**src/rtl/seg_scan_ndigit.sv**
```systemverilog
// seg_scan_ndigit: multiplexed driver for an N-digit common-electrode 7-segment display.
// A prescaler sets the slot length, a digit index scans the digits, and the hex values
// are snapshotted once per frame so a frame never shows a half-updated value.
// Optional feature: define SEG_LZ_BLANK_EN to enable leading-zero suppression.
module seg_scan_ndigit #(
    parameter int unsigned N_DIGITS       = 4,
    parameter int unsigned DIV            = 50000,
    parameter bit          COM_ACTIVE_LOW = 1'b0
) (
    input  logic                  clock,
    input  logic                  reset,
    input  logic [4*N_DIGITS-1:0] digits,
    input  logic [N_DIGITS-1:0]   dp_in,
    output logic [N_DIGITS-1:0]   com,
    output logic [6:0]            data_out,
    output logic                  dp_out,
    output logic                  frame_tick
);

    localparam int unsigned CntW = $clog2(DIV);
    localparam int unsigned IdxW = $clog2(N_DIGITS);
    localparam logic [CntW-1:0] CntMax = CntW'(DIV - 1);
    localparam logic [IdxW-1:0] IdxMax = IdxW'(N_DIGITS - 1);
    localparam logic [N_DIGITS-1:0] ComIdle = {N_DIGITS{COM_ACTIVE_LOW}};

    logic [CntW-1:0]       cnt_q, cnt_d;
    logic [IdxW-1:0]       idx_q, idx_d;
    logic [4*N_DIGITS-1:0] snap_dig_q, snap_dig_d;
    logic [N_DIGITS-1:0]   snap_dp_q, snap_dp_d;
    logic                  load_q;
    logic [N_DIGITS-1:0]   com_q, com_d;
    logic [6:0]            seg_q, seg_d;
    logic                  dp_q, dp_d;
    logic                  frame_tick_q;

    logic                  tick;
    logic                  load;
    logic [3:0]            nib;
    logic                  blank_sel;

    // Hex to segment pattern, {g,f,e,d,c,b,a}.
    function automatic logic [6:0] hex_to_seg(input logic [3:0] h);
        logic [6:0] s;
        unique case (h)
            4'h0: s = 7'h3F;
            4'h1: s = 7'h06;
            4'h2: s = 7'h5B;
            4'h3: s = 7'h4F;
            4'h4: s = 7'h66;
            4'h5: s = 7'h6D;
            4'h6: s = 7'h7D;
            4'h7: s = 7'h07;
            4'h8: s = 7'h7F;
            4'h9: s = 7'h6F;
            4'hA: s = 7'h77;
            4'hB: s = 7'h7C;
            4'hC: s = 7'h39;
            4'hD: s = 7'h5E;
            4'hE: s = 7'h79;
            default: s = 7'h71;
        endcase
        return s;
    endfunction

`ifdef SEG_LZ_BLANK_EN
    logic [N_DIGITS-1:0] blank_mask;
    logic                upper_zero;

    // Blank digit i when it and every digit above it are zero; digit 0 always shows.
    always_comb begin
        blank_mask = '0;
        upper_zero = 1'b1;
        for (int i = N_DIGITS - 1; i >= 1; i--) begin
            upper_zero    = upper_zero && (snap_dig_q[4*i +: 4] == 4'h0);
            blank_mask[i] = upper_zero;
        end
    end

    // Blank flag for the digit being scanned.
    always_comb begin
        blank_sel = 1'b0;
        for (int i = 0; i < N_DIGITS; i++) begin
            if (idx_q == IdxW'(i)) blank_sel = blank_mask[i];
        end
    end
`else
    assign blank_sel = 1'b0;
`endif

    // Prescaler, digit index and frame snapshot next-state.
    always_comb begin
        tick       = (cnt_q == CntMax);
        load       = tick && (idx_q == IdxMax);
        cnt_d      = tick ? '0 : cnt_q + 1'b1;
        idx_d      = idx_q;
        snap_dig_d = snap_dig_q;
        snap_dp_d  = snap_dp_q;
        if (tick) begin
            idx_d = (idx_q == IdxMax) ? '0 : idx_q + 1'b1;
        end
        if (load) begin
            snap_dig_d = digits;
            snap_dp_d  = dp_in;
        end
    end

    // Output next-state from the current index and snapshot.
    always_comb begin
        nib   = 4'h0;
        com_d = '0;
        dp_d  = 1'b0;
        for (int i = 0; i < N_DIGITS; i++) begin
            if (idx_q == IdxW'(i)) begin
                nib      = snap_dig_q[4*i +: 4];
                com_d[i] = 1'b1;
                dp_d     = snap_dp_q[i];
            end
        end
        if (COM_ACTIVE_LOW) com_d = ~com_d;
        seg_d = blank_sel ? 7'h00 : hex_to_seg(nib);
    end

    // State and registered outputs; reset discards any partial frame and the snapshot.
    always_ff @(posedge clock) begin
        if (reset) begin
            cnt_q        <= '0;
            idx_q        <= '0;
            snap_dig_q   <= '0;
            snap_dp_q    <= '0;
            load_q       <= 1'b0;
            com_q        <= ComIdle;
            seg_q        <= 7'h00;
            dp_q         <= 1'b0;
            frame_tick_q <= 1'b0;
        end else begin
            cnt_q        <= cnt_d;
            idx_q        <= idx_d;
            snap_dig_q   <= snap_dig_d;
            snap_dp_q    <= snap_dp_d;
            load_q       <= load;
            com_q        <= com_d;
            seg_q        <= seg_d;
            dp_q         <= dp_d;
            // Delayed one extra edge so the pulse lines up with digit 0 of the new frame.
            frame_tick_q <= load_q;
        end
    end

    assign com        = com_q;
    assign data_out   = seg_q;
    assign dp_out     = dp_q;
    assign frame_tick = frame_tick_q;

endmodule

```
**config.mk**
```make
export PLATFORM = sky130hd
export DESIGN_NAME = seg_scan_ndigit
export DESIGN_NICKNAME = d
export VERILOG_FILES = /design/src/rtl/seg_scan_ndigit.sv
export SDC_FILE = /design/constraint.sdc
export NUM_CORES = 1
export LEC_CHECK = 0
export CAP_MARGIN = 10
export CELL_PAD_IN_SITES_DETAIL_PLACEMENT = 1
export CELL_PAD_IN_SITES_GLOBAL_PLACEMENT = 1
export CORE_AREA = 2 2 81 83
export DETAILED_ROUTE_END_ITERATION = 8
export DIE_AREA = 0 0 83 85
export PLACE_DENSITY_LB_ADDON = 0.1
export SKIP_LAST_GASP = 1
export SLEW_MARGIN = 20
export SYNTH_ARGS = -nofsm -noshare
export SYNTH_HDL_FRONTEND = slang
export SYNTH_SLANG_ARGS = --single-unit
```
**constraint.sdc**
```tcl
create_clock -name clock -period 2.22 [get_ports clock]
set_input_delay 0.444 -clock clock [delete_from_list [all_inputs] [get_ports clock]]
set_output_delay 0.444 -clock clock [all_outputs]
set_load 0.02 [all_outputs]
```
==> impl_metrics.ini <==
[status]
run_status = complete, no violations

[job]
max_cap_viols = 0

[setup_path]
timing.critical_path.from_type = flop
setup.worst_path.end_class = flop
cp.required_ns = 2.41
crit_path_top_delay_cell = o311a_4
reg2reg_setup_slack_ns = 0.17
cpLargestDelayFamily = compound AO/OA/AOI/OAI gates
criticalPathCategory = reg -> reg
worstPathArrival_ns = 2.24
critical_path_buf_inv_count = 2
worstPathMaxFanout = 5
critical_path.cell_chain = inv_1, ha_1, inv_1, o311a_4, ha_1, nand2_1, o21ai_0, a221oi_1
worst_path_largest_cell_delay_ns = 0.41

[timing]
setup_ws_ns = 0.173
setup_total_negative_slack_ns = 0
post-route-period-util_pct = 92.2
count_of_endpoints_failing_setup_in_the_final_report = 0
worst-slew-pin-transition_ns = 0.407
max-slew-margin-rel_pct = 72.8
rsz0062_at_grt = false
fin_clk_skew_ns = 0.00296
hold_ws_ns = 0.466
period_needed_ns = 2.05
achievable-frequency_mhz = 489
hold_violations = 0
maxSlewViolCount = 0

[clock_tree]
clk_root_buf = clkbuf_8
clock_sink_count = 52
cts_setup_buffers = 0
worst_skew_pair.late_latency_ns = 0.30
cts_hold_repair.buffers = 0
path_clk_slew_ns = 0.08
tritoncts = done
cts-buffers-inserted = 5
htree_depth = 2
clk_path_buf_depth = 2

[yosys]
synth.cells.most_frequent = 52 x dfxtp_1, 38 x nand2_1, 32 x nor2_1, 20 x a21oi_2, 20 x nand2_2
edff_count_synth = 0
post_synth_mux_area_share_pct = 0.820
area_of_the_mapped_netlist_mm2 = 0.00244
synth-xor-area-share_pct = 5.02
ys_types = 40
synth-simple-area-share_pct = 26.0
dominant_combinational_cell_family_by_area_after_synthesis = simple AND/OR/NAND/NOR gates
yosys.area_share.adder_pct = 6.15
synth-compound-area-share_pct = 14.7
synth.top_cells.by_area = dfxtp_1 43%, a21oi_2 7.2%, ha_1 6.2%
synth-seq-cells = 52
synth.largest_area_cell = dfxtp_1
dominantRegCellSynth = dfxtp_1
synth.yosys.warnings = 0
async_reset_ff_share_pct = 0
avgSynthCellArea_um2 = 9.11
synthMostInstantiatedCell = dfxtp_1
yosysSeqAreaShare_pct = 42.6
syn_inst = 268
post-synth-top-area-fraction_pct = 42.6
synth.net_count = 302

[floorplanning]
ios = 35
die-area_mm2 = 0.00706
die_extent_in_y_um = 85
rows = 29
core_area_mm2 = 0.00620
die_width_um = 83
initial_utilization_pct = 39.3

[global_routing]
grt_max_degree = 21
first_pass_grt_wire_length_um = 9400
grt_pass1_vias = 1942
global_route.overflow_total = 0
antenna_violations_before_repair = 0
groute.usage.overall_pct = 16.4

[finish]
final.fill_count = 736
design.final.nets = 339
areaGrowthSynthToFinish_pct = 21.3
final-instance-count-excl-fill = 380
antenna_cells_inserted = 0
fraction_of_layout_cells_with_a_size_suffix_above_1_pct = 22.1

[detailed_routing]
detailedRoute.firstIterationViolations = 75
detail_route.vias_per_cell = 4.97
vias = 1887
post_drt_wl_per_cell_um = 14.3
drt.antenna.violating_nets = 0
detail_route.first_pass.iterations = 4
totalWireLength_um = 5440
drcViolationCount = 0

[placed_design]
place_inst = 375
dpl_worst_slack_ns = 0.0797
detailedPlacementHpwl_um = 4090
gp_congestion = 0.783
port_buffers = 34

[pwr]
p_leak_nw = 0.999
vdd_drop_max_v = 0.000296
post-layout-total-power_mw = 1.53
p_per_area_mw_per_mm2 = 517

[hold_path]
holdCritPathClass = reg -> reg
[per-stage QoR]
| step | utilization, % | cell area [um2] |
|---|---|---|
| floorplan | - | 2440 |
| global placement | 46.0 | 2850 |
| finish | 47.7 | 2960 |
| CTS | 47.2 | 2930 |
| detailed placement | 46.0 | 2850 |
| global route | 47.7 | 2960 |
[layout make-up]
class                           count  area (um2)  share of cell area [%]
Clock buffer                        5        68.8                    2.32
Inverter                            7        26.3                   0.887
Multi-Input combinational cell    196        1330                    44.7
Sequential cell                    52        1040                    35.2
Tap cell                           77        96.3                    3.25
Timing Repair Buffer               43         403                    13.6
[path summary, 6_finish.rpt]
check               start      endpoint  cells after the start
max reg2reg      idx_q[0]   data_out[6]                      8
min reg2reg  snap_dp_q[2]  snap_dp_q[2]                      2
max              idx_q[0]   data_out[6]                      8
min          snap_dp_q[2]  snap_dp_q[2]                      2
[sequential cells by signal (all words and copies together) (netlist names)]
name	count
dp_out	1
frame_tick	1
snap_dig_q	16
data_out	7
idx_q	2
cnt_q	16
com	4
snap_dp_q	4
load_q	1
[layer usage]
layer	part of all wire (%)	up-vias	global-route usage [%]
met4	1.2	0	5.37
li1	-	968	-
met1	50	880	22.3
met5	0	-	0
met3	3.4	7	3.50
met2	45	32	26.1
[where the power goes]
| group | switching (mW) | internal, mW | leakage (nW) |
|---|---|---|---|
| Combinational | 0.0422 | 0.0522 | 0.540 |
| Sequential | 0.00611 | 0.943 | 0.422 |
| Clock | 0.282 | 0.204 | 0.0359 |
| Total | 0.330 | 1.20 | 0.999 |
[tightest hold or removal path: cells and delay by family (launching register included)]
kind | cells | cell delay [ns]
compound gates | 1 | 0.05
simple gates | 1 | 0.07
flops | 1 | 0.32
[logic make-up after synthesis]
group | Yosys count
buffers and inverters | 20
adder cells (fa/ha/maj) | 12
flip-flops | 52
AO/OA/AOI/OAI | 44
AND/OR/NAND/NOR | 124
XOR/XNOR | 14
multiplexers | 2
[placed cells by master (no fill, tap or decap), drive strengths merged, types with 3 or more instances in the layout]
cell | synthesis | layout
a21oi | 24 | 24
a311oi | 5 | 5
and3 | 3 | 3
buf | 5 | 10
clkbuf | 8 | 5
clkdlybuf4s50 | 0 | 33
dfxtp | 52 | 52
ha | 12 | 12
inv | 7 | 7
nand2 | 58 | 58
nand3 | 6 | 6
nand3b | 4 | 4
nand4 | 3 | 3
nor2 | 32 | 32
nor2b | 6 | 6
o211ai | 3 | 3
xnor2 | 7 | 7
xor2 | 7 | 7
[what timing repair did]
item	in CTS	in global routing
gates resized for setup	1	7
setup endpoints to repair	1	7
cloned	0	0
pin swaps	0	1
(Power assumes the default switching activity.)
